--- config.mk ---
export PLATFORM = sky130hd
export DESIGN_NAME = fly_swarm_ctrl_flat
export DESIGN_NICKNAME = d
export VERILOG_FILES = /design/src/rtl/fly_pkg.sv /design/src/rtl/fly_swarm_ctrl_if.sv /design/src/rtl/fly_pos_calc.sv /design/src/rtl/fly_swarm_ctrl.sv /design/src/flat_wrapper.sv
export SDC_FILE = /design/constraint.sdc
export NUM_CORES = 1
export LEC_CHECK = 0
export BUFFER_PORTS_ARGS = -buffer_cell sky130_fd_sc_hd__buf_4
export CAP_MARGIN = 20
export CELL_PAD_IN_SITES_DETAIL_PLACEMENT = 1
export CELL_PAD_IN_SITES_GLOBAL_PLACEMENT = 1
export CORE_MARGIN = 2
export CORE_UTILIZATION = 37
export CTS_BUF_LIST = sky130_fd_sc_hd__clkbuf_8
export DETAILED_ROUTE_END_ITERATION = 7
export PLACE_DENSITY = 0.8
export SKIP_CTS_REPAIR_TIMING = 1
export SLEW_MARGIN = 30
export SYNTH_ARGS = -nofsm -noshare
export SYNTH_HDL_FRONTEND = slang
export SYNTH_SLANG_ARGS = --single-unit
--- constraint.sdc ---
create_clock -name clk -period 4.2 [get_ports clk]
set_input_delay 1.05 -clock clk [delete_from_list [all_inputs] [get_ports clk]]
set_output_delay 1.05 -clock clk [all_outputs]
set_load 0.05 [all_outputs]
--- src/rtl/fly_pkg.sv ---
// fly_pkg: shared geometry, timing constants and FSM encoding for the fly swarm
package fly_pkg;
    localparam int FLY_COUNT      = 16;
    localparam int IW             = $clog2(FLY_COUNT);
    localparam int COLS           = 8;
    localparam int X0             = 64;
    localparam int Y0             = 40;
    localparam int PITCH_X        = 48;
    localparam int PITCH_Y        = 40;
    localparam int SPRITE         = 32;
    localparam int SCREEN_W       = 640;
    localparam int STEP           = 2;
    localparam int DROP           = 16;
    localparam int INVADE_Y       = 400;
    localparam int RESPAWN_FRAMES = 120;
    localparam int CW             = $clog2(RESPAWN_FRAMES + 1);
    typedef enum logic [2:0] {IDLE, SPAWN, WAIT, SCAN, MOVE, CLEAR, GAMEOVER} state_t;
endpackage

--- src/rtl/fly_swarm_ctrl_if.sv ---
// fly_swarm_ctrl_if: kill-request handshake from collision logic to the swarm
interface fly_swarm_ctrl_if;
    logic                   hit_valid;
    logic [fly_pkg::IW-1:0] hit_idx;
    logic                   hit_ready;
    modport master (output hit_valid, hit_idx, input hit_ready);
    modport slave (input hit_valid, hit_idx, output hit_ready);
endinterface

--- src/rtl/fly_pos_calc.sv ---
// fly_pos_calc: screen position of one fly from its formation slot and the swarm offset
module fly_pos_calc
    import fly_pkg::*;
(
    input  logic [IW-1:0]      idx,
    input  logic signed [10:0] off_x,
    input  logic signed [10:0] off_y,
    output logic [9:0]         x,
    output logic [9:0]         y
);
    assign x = 10'(X0 + (int'(idx) % COLS) * PITCH_X + int'(off_x));
    assign y = 10'(Y0 + (int'(idx) / COLS) * PITCH_Y + int'(off_y));
endmodule

--- src/rtl/fly_swarm_ctrl.sv ---
// fly_swarm_ctrl: formation state, per-frame extent scan and edge bounce, kills,
// wave clear with delayed respawn, and invasion detection.
module fly_swarm_ctrl
    import fly_pkg::*;
(
    input  logic                    clk,
    input  logic                    rst_n,
    input  logic                    start,
    input  logic                    frame_tick,
    fly_swarm_ctrl_if.slave         hit,
    output logic [10*FLY_COUNT-1:0] fly_x_flat,
    output logic [10*FLY_COUNT-1:0] fly_y_flat,
    output logic [FLY_COUNT-1:0]    fly_alive,
    output logic                    wave_clear,
    output logic                    invaded
);
    state_t state, state_n;
    logic [IW-1:0] idx, idx_n;
    logic [9:0] min_x, min_n, max_x, max_n, max_y, maxy_n;
    logic signed [10:0] off_x, offx_n, off_y, offy_n;
    logic dir, dir_n;
    logic [CW-1:0] cnt, cnt_n;
    logic [FLY_COUNT-1:0] alive_n;
    logic [9:0] fx [FLY_COUNT];
    logic [9:0] fy [FLY_COUNT];
    logic [9:0] px [FLY_COUNT];
    logic [9:0] py [FLY_COUNT];
    logic load, wc_n, inv_n, ready, bounce, hit_ok;

    // positions are computed from the next offsets so SPAWN/MOVE reload in one cycle
    for (genvar i = 0; i < FLY_COUNT; i++) begin : g_fly
        fly_pos_calc u_pos (.idx(IW'(i)), .off_x(offx_n), .off_y(offy_n), .x(px[i]), .y(py[i]));
        assign fly_x_flat[10*i +: 10] = fx[i];
        assign fly_y_flat[10*i +: 10] = fy[i];
    end

    assign hit.hit_ready = ready;
    assign hit_ok = hit.hit_valid && ready && fly_alive[hit.hit_idx];
    // dir=1 means the formation is moving left
    assign bounce = dir ? (int'(min_x) < STEP) : (int'(max_x) + STEP > SCREEN_W - SPRITE);

    always_comb begin
        state_n = state;
        idx_n   = idx;
        min_n   = min_x;
        max_n   = max_x;
        maxy_n  = max_y;
        offx_n  = off_x;
        offy_n  = off_y;
        dir_n   = dir;
        cnt_n   = cnt;
        alive_n = fly_alive;
        wc_n    = 1'b0;
        inv_n   = invaded;
        load    = 1'b0;
        case (state)
            IDLE, GAMEOVER: state_n = start ? SPAWN : state;
            SPAWN: begin
                offx_n  = '0;
                offy_n  = '0;
                dir_n   = 1'b0;
                alive_n = '1;
                inv_n   = 1'b0;
                load    = 1'b1;
                state_n = WAIT;
            end
            WAIT: if (frame_tick) begin
                state_n = SCAN;
                idx_n   = '0;
                min_n   = '1;
                max_n   = '0;
                maxy_n  = '0;
            end
            SCAN: begin
                if (fly_alive[idx]) begin
                    min_n  = fx[idx] < min_x ? fx[idx] : min_x;
                    max_n  = fx[idx] > max_x ? fx[idx] : max_x;
                    maxy_n = fy[idx] > max_y ? fy[idx] : max_y;
                end
                idx_n   = idx + 1'b1;
                state_n = idx == IW'(FLY_COUNT - 1) ? MOVE : SCAN;
            end
            MOVE: begin
                dir_n   = bounce ? ~dir : dir;
                offy_n  = bounce ? off_y + 11'(DROP) : off_y;
                offx_n  = bounce ? off_x : dir ? off_x - 11'(STEP) : off_x + 11'(STEP);
                load    = 1'b1;
                inv_n   = int'(max_y) + (bounce ? DROP : 0) >= INVADE_Y;
                state_n = inv_n ? GAMEOVER : WAIT;
            end
            CLEAR: if (frame_tick) begin
                cnt_n   = cnt + 1'b1;
                state_n = int'(cnt) + 1 == RESPAWN_FRAMES ? SPAWN : CLEAR;
            end
            default: state_n = IDLE;
        endcase
        if (hit_ok) begin
            alive_n[hit.hit_idx] = 1'b0;
            if (alive_n == '0) begin
                wc_n    = 1'b1;
                state_n = CLEAR;
                cnt_n   = '0;
                inv_n   = invaded;
            end
        end
    end

    always_ff @(posedge clk) begin
        if (!rst_n) begin
            state      <= IDLE;
            idx        <= '0;
            min_x      <= '1;
            max_x      <= '0;
            max_y      <= '0;
            off_x      <= '0;
            off_y      <= '0;
            dir        <= 1'b0;
            cnt        <= '0;
            fly_alive  <= '0;
            wave_clear <= 1'b0;
            invaded    <= 1'b0;
            ready      <= 1'b0;
            for (int i = 0; i < FLY_COUNT; i++) begin
                fx[i] <= '0;
                fy[i] <= '0;
            end
        end else begin
            state      <= state_n;
            idx        <= idx_n;
            min_x      <= min_n;
            max_x      <= max_n;
            max_y      <= maxy_n;
            off_x      <= offx_n;
            off_y      <= offy_n;
            dir        <= dir_n;
            cnt        <= cnt_n;
            fly_alive  <= alive_n;
            wave_clear <= wc_n;
            invaded    <= inv_n;
            ready      <= state_n inside {WAIT, SCAN, MOVE, CLEAR};
            if (load) begin
                for (int i = 0; i < FLY_COUNT; i++) begin
                    fx[i] <= px[i];
                    fy[i] <= py[i];
                end
            end
        end
    end
endmodule

--- src/flat_wrapper.sv ---
// flat-port wrapper written by rule: the top's interface ports become plain ports
module fly_swarm_ctrl_flat import fly_pkg::*;
  (clk, rst_n, start, frame_tick, fly_x_flat, fly_y_flat, fly_alive, wave_clear, invaded, hit_hit_valid, hit_hit_idx, hit_hit_ready);
  fly_swarm_ctrl_if hit_i ();
  input  logic clk;
  input  logic rst_n;
  input  logic start;
  input  logic frame_tick;
  output logic [10*FLY_COUNT-1:0] fly_x_flat;
  output logic [10*FLY_COUNT-1:0] fly_y_flat;
  output logic [FLY_COUNT-1:0] fly_alive;
  output logic wave_clear;
  output logic invaded;
  input wire logic [$bits(hit_i.hit_valid)-1:0] hit_hit_valid;
  input wire logic [$bits(hit_i.hit_idx)-1:0] hit_hit_idx;
  output wire logic [$bits(hit_i.hit_ready)-1:0] hit_hit_ready;
  assign hit_i.hit_valid = hit_hit_valid;
  assign hit_i.hit_idx = hit_hit_idx;
  assign hit_hit_ready = hit_i.hit_ready;
  fly_swarm_ctrl u_core (.clk(clk), .rst_n(rst_n), .start(start), .frame_tick(frame_tick), .hit(hit_i), .fly_x_flat(fly_x_flat), .fly_y_flat(fly_y_flat), .fly_alive(fly_alive), .wave_clear(wave_clear), .invaded(invaded));
endmodule
# Yosys cells after proc, flatten, opt, wreduce, memory -nomap -nowiden
# Memories as Yosys holds them, arrays and structs flattened. A register that Yosys moved wholly into a read port is not among the register bits.
# Index checks and enable logic that the tools add are counted.
[word_totals]
reg_bits = 86
ram_bits = 320
output_inout_bits = 339
word_cells = 200
memories = 2
[mem_list]
columns = ["memory", "depth", "word_bits", "read_ports", "rd_clocked_by_memory_dff", "wr", "line_no", "source"]
rows = [
  ["u_core.fx", 16, 10, 17, 1, 16, "fly_swarm_ctrl.sv:24", "logic [9:0] fx [FLY_COUNT];"],
  ["u_core.fy", 16, 10, 17, 1, 16, "fly_swarm_ctrl.sv:25", "logic [9:0] fy [FLY_COUNT];"],
]
[classes]
n_addsub = 18
n_lt_le_gt_ge = 9
eq_ne = 19
n_mux = 88
bitwise = 35
reduce_logical = 16
[ops]
columns = ["op", "count"]
rows = [
  ["$mux 10", 40],
  ["$pmux 10 s2", 3],
  ["$pmux 11 s2", 2],
  ["$add 10x10->10 const A", 4],
  ["$mux 11", 3],
  ["$add 11x32->32", 1],
  ["$eq 32x8->1 const B", 1],
  ["$ge 32x10->1 const B", 1],
  ["$gt 32x11->1 const B", 1],
  ["$mux 16", 2],
  ["$or 1x1->1", 32],
  ["$add 8x10->10 const A", 3],
  ["$mux 7", 4],
  ["$mux 3", 8],
  ["$add 9x10->10 const A", 2],
  ["$gt 10x10->1", 2],
  ["$mux 4", 5],
  ["$pmux 3 s6", 1],
  ["$and 16x16->16", 1],
  ["$logic_not 16->1", 1],
  ["$not 16->16", 1],
  ["$eq 3x3->1 const B", 5],
  ["$mux 1", 13],
  ["$eq 3x2->1 const B", 4],
  ["29 further kinds", 45],
]

# Depth between registers and ports, before layout
# Gate-level depths: netlist of run 1.
[depth]
ltp_word = 12
ltp_mapped = 17
depth_no_buf = 16

# Hierarchy
# From an unflattened synthesis of run 1, not the netlist that was laid out.
[hier_totals]
cells_unflattened = 2415
hier_area_um2 = 27874.2
[by_module_without_submodules]
columns = ["mod", "n_inst", "cells_per_inst", "area_per_inst_um2", "seq_area_each_um2"]
rows = [
  ["fly_swarm_ctrl", 1, 1471, 19666.4, 11410.9],
  ["fly_pos_calc", 16, 59, 513.0, 0.0],
]

# Worst setup path after synthesis of run 1
# No wires, ideal clock.
[synth_timing]
path_type = "input -> register"
from = "input port rst_n"
to = "memory u_core.fx[10][4] (enable)"
arrival_ns = 3.308
setup_slack_ns = -0.052
cell_stages = 3
n_path_buf = 2
cell_sequence = "clkbuf_1 -> clkbuf_1 -> nand2_1"
[synth_lines]
columns = ["item", "line_no", "source"]
rows = [
  ["start: declaration", "flat_wrapper.sv:6", "input logic rst_n;"],
  ["end: declaration", "fly_swarm_ctrl.sv:24", ""],
]

==> results of run 1 <==
## cells in the final DEF (no fill, tap or decap), types with 17 or more instances in the layout
cell type	count
buf_4	371
nor2_1	124
edfxtp_1	103
dfxtp_1	88
nand2_1	72
ha_1	57
a21oi_1	53
inv_1	49
o21ai_0	44
mux2i_1	39
and2_1	36
xnor2_1	28
mux4_2	25
and3_1	22
a31oi_1	19
nor2b_1	18
xor2_1	18
nand3_1	17
clkbuf_8	17
## sequential cells by signal, summed over array words and instances (netlist names), named ones only
register,flops
u_core.cnt,7
u_core.dir,1
u_core.fly_alive,16
u_core.fx,76
u_core.fy,27
u_core.hit.hit_ready,1
u_core.idx,4
u_core.invaded,1
u_core.max_x,10
u_core.max_y,10
u_core.min_x,10
u_core.off_x,10
u_core.off_y,10
u_core.state,3
u_core.wave_clear,1
## layout make-up
cell class	count	area share (%)
well taps	442	3.931
repair buffers	372	19.94
inverters	53	1.423
multi-input cells	719	36.98
flip-flops and latches	191	34.50
clock buffers	17	1.663
clock inverters	15	1.565
## cells by family after synthesis
family,Yosys count,synth area share [%]
simple gates,349,14.10
buf+inv,318,16.92
flops,191,40.19
compound gates,187,9.851
mux,79,9.540
fa+ha+maj,58,6.070
xor+xnor,46,3.335
## path summary, 6_finish.rpt
check / to / slack [ns] / depth (start not counted)
setup / recovery: u_core.fx[5][9]$_SDFFCE_PN0P_ / 0.44 / 12
hold / removal: u_core.off_y[3]$_SDFF_PN0_ / 0.50 / 2
setup reg to reg: u_core.fx[5][9]$_SDFFCE_PN0P_ / 0.44 / 12
hold reg to reg: u_core.off_y[3]$_SDFF_PN0_ / 0.50 / 2
## per-stage QoR
stage,instances,utilization (%),setup WS (ns)
floorplan,1228,-,0.4645
global placement,1777,42.03,0.4724
detailed placement,1777,42.06,0.3215
CTS,1809,43.46,0.3096
global route,1809,43.46,0.2349
finish,1809,43.46,0.4426
## metal layers
layer / vias to the layer above / global-route usage (%)
li1: 4315 / -
met1: 4620 / 25.09
met2: 332 / 37.67
met3: 33 / 2.845
met4: 0 / 5.302
met5: - / 0
## report_power, final
part	leakage (nW)	internal [mW]	switching, mW	total, mW
registers	1.80	2.10	0.174	2.28
logic	4.29	0.521	1.41	1.93
clock network	0.224	0.533	0.833	1.37
total	6.31	3.16	2.42	5.58
## critical path: stages (launching register included)
cell,delay [ns]
dfxtp_1,0.48
ha_1,0.28
or3b_1,0.36
a211oi_2,0.22
o211ai_1,0.16
o21ai_2,0.55
mux2_2,0.41
inv_2,0.13
ha_1,0.27
a21oi_1,0.24
o21ai_1,0.11
xor2_1,0.17
and2b_1,0.19
==> run_results.csv, run 1 <==
group,metric,value,unit
sta,whs,0.5034,ns
sta,tns,0,ns
die,die_w,184.7,um
clock_network,numCtsBuffers,17,
global_routing,grt-ovfl-total,0,
synthesis,yosysTopAreaCell,"edfxtp_1",
worst_setup_path,rr_startpoint,"u_core.max_x[1]$_SDFFE_PN0P_",
synthesis,postSynthCellCount,1228,
placement,place_area,13610,um^2
detailed_routing,wl_met3,1976,um
sta,fmax,0.2661,GHz
clock_network,clk_latency,0.51,ns
run,drv_cap,0,
synthesis,synth_area,12080,um^2
clock_network,cts_tree,"done",
synthesis,ys_async_sr_fraction,0,%
sta,setup_viol,0,
die,rows,66,
min_path,hold_class,"flip-flop to flip-flop",
synthesis,synth_area_leaders,"edfxtp_1 26%, dfxtp_1 15%, buf_4 14%, ha_1 5.9%, mux4_2 4.7%",
detailed_routing,wl,35660,um
sta,rsz0062_at_grt,"no",
global_routing,grt_pass1_vias,9187,
cells_and_area,drive_above_1_share,33.72,%
cells_and_area,seqCellArea,4855,um^2
sta,timing.final.max_slew_violations,0,
synthesis,synth.distinct_cells,74,
worst_setup_path,critPathKind,"flip-flop to flip-flop",
clock_network,cts_buffer_depth,2,
detailed_routing,vias,9300,
clock_network,cts.clk_slew.worst_paths,0.14,ns
clock_network,htreeDepth,4,
detailed_routing,dr.pass1.iters,4,
power_and_ir_drop,total_power,5.577,mW
worst_setup_path,startpoint_type,"flip-flop",
synthesis,synth_commonest_cells,"218 x buf_4, 124 x nor2_1, 103 x edfxtp_1",
sta,tightest_slew,0.8674,ns
synthesis,synth_seq_cells,191,
sta,fin_skew,0.03098,ns
detailed_routing,wl_per_cell,19.71,um
cells_and_area,multi_input_area,5202,um^2
synthesis,avgSynthCellArea,9.836,um^2
power_and_ir_drop,ir_worst_vdd,0.1964,mV
clock_network,clkSinkCount,191,
min_path,min_from,"u_core.off_y[3]$_SDFF_PN0_",
synthesis,ys_seq_area_share,40.19,%
detailed_routing,viasPerCell,5.141,
sta,finalHoldViolations,0,
cells_and_area,area_growth,16.48,%
placement,dp_hpwl,26710,um
worst_setup_path,crit_path_start,"u_core.max_x[1]$_SDFFE_PN0P_",
detailed_routing,routedLengthMet1,14950,um
detailed_routing,ant_nets,0,
die,io_pins,348,
worst_setup_path,worstSetupEndpointType,"flip-flop",
power_and_ir_drop,p_leak,6.308,nW
power_and_ir_drop,power.density,396.3,nW/um^2
global_routing,antenna_found_initial,0,
synthesis,yosysMostFrequentCell,"buf_4",
clock_network,cts-root-buf,"clkbuf_8",
placement,portBuffers,347,
detailed_routing,highest_layer,"met4",
global_routing,grt_first_pass_wirelength,53520,um
worst_setup_path,crit_path_max_fanout,8,
detailed_routing,first_iter_violations,501,
sta,fin_crit,3.757,ns
detailed_routing,drc,0,
die,die_h,184.7,um
detailed_routing,routed-wl-met2,18230,um
worst_setup_path,critPathRequiredTime,4.49,ns
global_routing,track_usage,20.50,%
sta,slew-limit-headroom,42.18,%
synthesis,synth_top_area_share,25.61,%
die,initial_utilization,37.31,%
placement,place.gp.congestion,0.8602,
cells_and_area,n_antenna_cell,0,
worst_setup_path,arrival,4.04,ns
cells_and_area,fillers,3694,
synthesis,synth_edf_count,103,
cells_and_area,nets,1421,
synthesis,synth-main-ff-cell,"edfxtp_1",
sta,period_share,89.46,%
synthesis,syn-num-nets,1295,
die,die_area,34110,um^2
synthesis,synth_warnings,0,
global_routing,grt_max_degree,62,
cells_and_area,final_area,14070,um^2
run_status,outcome,"completed",
die,coreArea,32370,um^2
Note: power is estimated with default switching activity, not from simulation.
==> run 2: changes to the inputs <==
--- a/config.mk
+++ b/config.mk
@@ -10,10 +10,10 @@
 export CELL_PAD_IN_SITES_DETAIL_PLACEMENT = 1
 export CELL_PAD_IN_SITES_GLOBAL_PLACEMENT = 1
 export CORE_MARGIN = 2
-export CORE_UTILIZATION = 37
-export CTS_BUF_LIST = sky130_fd_sc_hd__clkbuf_8
+export CORE_UTILIZATION = 41
+export CTS_BUF_LIST = sky130_fd_sc_hd__clkbuf_2 sky130_fd_sc_hd__clkbuf_4 sky130_fd_sc_hd__clkbuf_8
 export DETAILED_ROUTE_END_ITERATION = 7
-export PLACE_DENSITY = 0.8
+export PLACE_DENSITY = 0.84
 export SKIP_CTS_REPAIR_TIMING = 1
 export SLEW_MARGIN = 30
 export SYNTH_ARGS = -nofsm -noshare
==> constraint.sdc (replaced) <==
create_clock -name clk -period 3.7 [get_ports clk]
set_input_delay 0.925 -clock clk [delete_from_list [all_inputs] [get_ports clk]]
set_output_delay 0.925 -clock clk [all_outputs]
set_load 0.05 [all_outputs]
==> run_results.csv, run 2 (synthesis results as in run 1) <==
group,metric,value,unit
run_status,outcome,"completed",
worst_setup_path,rr_startpoint,"u_core.max_x[2]$_SDFFE_PN0P_",
worst_setup_path,crit_path_cell_trace,"ha_1 -> nand4bb_1 -> o41a_1 -> a2bb2oi_4 -> buf_4 -> o21ai_2 -> mux2_2 -> inv_2 -> ha_1 -> a21oi_1 -> o21ai_1 -> xor2_1 -> and2b_1",
global_routing,antenna_found_initial,0,
sta,fmax,0.2902,GHz
cells_and_area,final_common_cell,"buf_4",
sta,period_share,93.13,%
run,drv_cap,0,
die,coreArea,28860,um^2
die,die_h,175.6,um
die,die_area,30850,um^2
power_and_ir_drop,p_leak,6.397,nW
die,rows,62,
global_routing,track_usage,22.37,%
sta,fin_skew,0.02920,ns
cells_and_area,top_register,"u_core.fx",
sta,finalHoldViolations,0,
placement,dp_hpwl,25980,um
cells_and_area,n_antenna_cell,0,
worst_setup_path,cp_slowest_cell,"o41a_1",
detailed_routing,drc,0,
worst_setup_path,crit_end,"u_core.fx[5][9]$_SDFFCE_PN0P_",
placement,place.gp.congestion,0.8604,
worst_setup_path,worstSetupEndpointType,"flip-flop",
cells_and_area,nets,1436,
clock_network,clkSinkCount,191,
cells_and_area,area_growth,17.24,%
power_and_ir_drop,power.density,444.7,nW/um^2
detailed_routing,wl,35720,um
worst_setup_path,crit_path_start,"u_core.max_x[2]$_SDFFE_PN0P_",
worst_setup_path,reg2reg_depth,13,
clock_network,cts_buffer_depth,2,
die,initial_utilization,41.86,%
placement,portBuffers,347,
sta,slew-limit-headroom,53.12,%
detailed_routing,dr.pass1.iters,5,
worst_setup_path,critPathMaxStageDelay,0.39,ns
global_routing,grt_first_pass_wirelength,54070,um
global_routing,grt-ovfl-total,0,
sta,timing.final.max_slew_violations,0,
clock_network,cts_tree,"done",
detailed_routing,ant_nets,0,
cells_and_area,top_regs,"u_core.fx: 76 flops, u_core.fy: 27 flops, u_core.fly_alive: 16 flops",
sta,tns,0,ns
worst_setup_path,ff2ff_setup_slack,0.25,ns
sta,tightest_slew,0.7017,ns
detailed_routing,first_iter_violations,472,
global_routing,grt_max_degree,68,
cells_and_area,drive_above_1_share,34.73,%
placement,dp_cells,1727,
detailed_routing,viasPerCell,5.335,
clock_network,cts-root-buf,"clkbuf_8",
worst_setup_path,critPathRequiredTime,3.97,ns
detailed_routing,wl_per_cell,20.23,um
sta,rsz0062_at_grt,"no",
worst_setup_path,critPathKind,"flip-flop to flip-flop",
sta,setup_viol,0,
cells_and_area,final_cells,1766,
min_path,min_path_cells,2,
min_path,hold_class,"flip-flop to flip-flop",
clock_network,htreeDepth,4,
clock_network,numCtsBuffers,17,
detailed_routing,vias,9421,
sta,finalWorstSetupSlack,0.2542,ns
power_and_ir_drop,ir_worst_vdd,0.2557,mV
worst_setup_path,crit_path_max_fanout,7,
worst_setup_path,cp_common_cell,"ha_1",
clock_network,clk_latency,0.50,ns
placement,preCtsSetupSlack,-0.02790,ns
clock_network,cts.clk_slew.worst_paths,0.12,ns
die,io_pins,348,
worst_setup_path,r2r-end,"u_core.fx[5][9]$_SDFFCE_PN0P_",
global_routing,grt_pass1_vias,9512,
worst_setup_path,arrival,3.71,ns
cells_and_area,layout_common_cells,"380 x buf_4, 124 x nor2_1, 103 x edfxtp_1",
sta,fin_crit,3.446,ns
cells_and_area,largest_reg_flops,76,
die,die_w,175.6,um
worst_setup_path,startpoint_type,"flip-flop",
[run 2: layout make-up]
type	instances	area [um^2]
Clock buffer	17	234.0
Clock inverter	15	196.4
Fill cell	3294	14700
Inverter	53	198.9
Multi-Input combinational cell	719	5211
Sequential cell	191	4856
Tap cell	384	480.5
Timing Repair Buffer	387	2984
[run 2: metrics by stage]
| stage | power [mW] | area [um^2] | util [%] | hold WS [ns] |
|---|---|---|---|---|
| after CTS | 6.322 | 14070 | 48.77 | 0.4962 |
| after floorplan | 4.372 | 12080 | - | 0.4393 |
| after global routing | 6.507 | 14160 | 49.07 | 0.5188 |
| after global placement | 4.790 | 13640 | 47.28 | 0.4560 |
| final | 6.297 | 14160 | 49.07 | 0.4981 |
| after detailed placement | 4.831 | 13640 | 47.28 | 0.4751 |
[run 2: metal layers]
metal / track usage, % / wire length [um]
met1: 27.52 / 14300
met5: 0 / 0
met3: 3.658 / 2407
met4: 7.817 / 922
met2: 39.63 / 18090
[run 2: worst min-delay path by stage]
| stage | start | to | slack [ns] |
|---|---|---|---|
| 5_1_grt | u_core.off_y[1]$_SDFF_PN0_ | u_core.off_y[1]$_SDFF_PN0_ | 0.52 |
| 3_5_place_dp | u_core.min_x[0]$_SDFFE_PN1P_ | u_core.min_x[0]$_SDFFE_PN1P_ | 0.48 |
| 6_report | u_core.min_x[0]$_SDFFE_PN1P_ | u_core.min_x[0]$_SDFFE_PN1P_ | 0.50 |
| 2_1_floorplan | u_core.min_x[0]$_SDFFE_PN1P_ | u_core.min_x[0]$_SDFFE_PN1P_ | 0.44 |
| 3_3_place_gp | u_core.min_x[0]$_SDFFE_PN1P_ | u_core.min_x[0]$_SDFFE_PN1P_ | 0.46 |
| 4_1_cts | u_core.min_x[0]$_SDFFE_PN1P_ | u_core.min_x[0]$_SDFFE_PN1P_ | 0.50 |
[run 2: power by group]
part	switching (mW)	internal (mW)	total, mW	leakage, nW
clock	0.866	0.635	1.50	0.215
combinational	1.62	0.604	2.22	4.39
sequential	0.188	2.39	2.57	1.80
total	2.67	3.63	6.30	6.40
[run 2: worst max-delay path: cells and delay by family, from the launching register on]
family / cells / cell delay [ns]
AO/OA/AOI/OAI: 5 / 1.03
XOR/XNOR: 1 / 0.18
adder cells (fa/ha/maj): 2 / 0.55
buffers and inverters: 2 / 0.29
flip-flops: 1 / 0.37
multiplexers: 1 / 0.39
AND/OR/NAND/NOR: 2 / 0.44
==> run 3: changes to the inputs <==
--- a/config.mk
+++ b/config.mk
@@ -13,7 +13,8 @@
 export CORE_UTILIZATION = 41
 export CTS_BUF_LIST = sky130_fd_sc_hd__clkbuf_2 sky130_fd_sc_hd__clkbuf_4 sky130_fd_sc_hd__clkbuf_8
 export DETAILED_ROUTE_END_ITERATION = 7
-export PLACE_DENSITY = 0.84
+export GPL_TIMING_DRIVEN = 0
+export PLACE_DENSITY = 0.92
 export SKIP_CTS_REPAIR_TIMING = 1
 export SLEW_MARGIN = 30
 export SYNTH_ARGS = -nofsm -noshare
==> run_results.csv, run 3 (synthesis results as in run 1) <==
group,metric,value,unit
power_and_ir_drop,power.density,428.5,nW/um^2
sta,finalHoldViolations,0,
placement,dp_cells,1959,
run,drv_cap,0,
detailed_routing,first_iter_violations,678,
cells_and_area,nets,1682,
global_routing,track_usage,27.09,%
clock_network,clkSinkCount,191,
clock_network,clk_latency,0.51,ns
die,die_h,175.6,um
die,die_area,30850,um^2
placement,dp_hpwl,31950,um
global_routing,grt_max_degree,68,
clock_network,cts_buffer_depth,2,
sta,tightest_slew,0.9199,ns
worst_setup_path,critPathMaxStageDelay,0.43,ns
worst_setup_path,cp_common_cell,"ha_1",
sta,fin_crit,3.715,ns
worst_setup_path,critPathRequiredTime,3.98,ns
worst_setup_path,cp_slowest_cell,"mux2i_4",
global_routing,grt_pass1_vias,11321,
power_and_ir_drop,p_leak,7.562,nW
cells_and_area,largest_reg_flops,76,
sta,finalWorstSetupSlack,-0.01542,ns
placement,place_area,15210,um^2
global_routing,use_met3,6.255,%
sta,tns,-0.01733,ns
clock_network,cts-root-buf,"clkbuf_8",
sta,period_share,100.4,%
worst_setup_path,reg2reg_depth,12,
die,io_pins,348,
worst_setup_path,crit_path_max_fanout,8,
cells_and_area,top_register,"u_core.fx",
cells_and_area,post-route-util,55.81,%
detailed_routing,ant_nets,0,
worst_setup_path,startpoint_type,"flip-flop",
sta,fin_skew,0.02397,ns
worst_setup_path,arrival,3.99,ns
run_status,violations,"negative setup slack",
die,coreArea,28860,um^2
detailed_routing,drc,0,
worst_setup_path,worstSetupEndpointType,"flip-flop",
clock_network,htreeDepth,4,
die,rows,62,
worst_setup_path,critPathKind,"flip-flop to flip-flop",
sta,slew-limit-headroom,38.67,%
sta,timing.final.max_slew_violations,0,
cells_and_area,n_antenna_cell,0,
cells_and_area,drive_above_1_share,43.98,%
power_and_ir_drop,ir_worst_vdd,0.2527,mV
detailed_routing,dr.pass1.iters,5,
cells_and_area,final_common_cell,"buf_4",
clock_network,cts.clk_slew.worst_paths,0.11,ns
placement,portBuffers,346,
run_status,outcome,"finished, violations left",
global_routing,grt_first_pass_wirelength,64660,um
placement,place.gp.congestion,0.8968,
worst_setup_path,crit_cells,12,
detailed_routing,vias,11045,
min_path,min_path_cells,1,
clock_network,cts_tree,"done",
detailed_routing,wl_per_cell,22.40,um
cells_and_area,final_cells,2012,
detailed_routing,viasPerCell,5.490,
worst_setup_path,cp_num_buf_inv,2,
worst_setup_path,crit_path_cell_trace,"ha_1 -> or3b_1 -> a211oi_4 -> o211ai_1 -> o21ai_2 -> buf_4 -> mux2i_4 -> inv_1 -> ha_1 -> nor2b_1 -> xnor2_1 -> and3_1",
worst_setup_path,cpLargestDelayFamily,"simple AND/OR/NAND/NOR gates",
cells_and_area,layout_common_cells,"584 x buf_4, 119 x nor2_1, 103 x edfxtp_1",
global_routing,grt-ovfl-total,0,
die,die_w,175.6,um
sta,fmax,0.2691,GHz
detailed_routing,wl,45070,um
die,initial_utilization,41.86,%
global_routing,grt.busiest_layer,"met2",
global_routing,grtUsageMet1,31.22,%
clock_network,numCtsBuffers,17,
global_routing,antenna_found_initial,0,
min_path,hold_class,"flip-flop to flip-flop",
sta,setup_viol,2,
cells_and_area,area_growth,33.33,%
cells_and_area,top_regs,"u_core.fx: 76 flops, u_core.fy: 27 flops, u_core.fly_alive: 16 flops",
cells_and_area,final_area,16110,um^2
global_routing,met2_usage,48.52,%
run 3: changes by cell type in the layout (fill, tap and decap cells not counted), sizes merged:
| cell | delta |
|---|---|
| buf | +211 |
| clkbuf | +40 |
| clkinv | -6 |
| bufinv | +3 |
| inv | -2 |
run 3: cell type report:
| class | instances | area (um^2) |
|---|---|---|
| timing repair buffer | 369 | 2815 |
| clock buffer | 22 | 302.8 |
| clock inverter | 10 | 192.7 |
| inverter | 53 | 203.9 |
| sequential | 191 | 4862 |
| tap | 384 | 480.5 |
| buffer | 264 | 1882 |
| multi-input combinational | 719 | 5366 |
| fill | 3302 | 12750 |
run 3: power breakdown:
group	leakage, nW	switching, mW	total (mW)	internal [mW]
Sequential	1.80	0.196	2.58	2.39
Clock	0.252	0.836	1.74	0.906
Combinational	5.51	1.74	2.58	0.837
run 3: worst paths after layout:
| kind | start | to | slack (ns) |
|---|---|---|---|
| max | u_core.max_x[1]$_SDFFE_PN0P_ | u_core.fx[5][8]$_SDFFCE_PN0P_ | -0.02 |
| min | u_core.off_y[0]$_SDFF_PN0_ | u_core.off_y[0]$_SDFF_PN0_ | 0.51 |
| max reg2reg | u_core.max_x[1]$_SDFFE_PN0P_ | u_core.fx[5][8]$_SDFFCE_PN0P_ | -0.02 |
| min reg2reg | u_core.off_y[0]$_SDFF_PN0_ | u_core.off_y[0]$_SDFF_PN0_ | 0.51 |
run 3: layer usage:
metal | share of wire, % | wire, um
met1 | 37 | 16760
met2 | 51 | 23120
met3 | 7.8 | 3508
met4 | 3.7 | 1683
met5 | 0 | 0
run 3: through the flow:
step | hold slack (ns) | setup slack, ns | power (mW)
finish | 0.5083 | -0.01542 | 6.902
global route | 0.5329 | -0.1041 | 7.081
detailed placement | 0.4609 | -0.8755 | 5.163
global placement | 0.4561 | -0.7287 | 5.083
floorplan | 0.4393 | 0.2220 | 4.372
CTS | 0.4860 | -0.9484 | 6.854
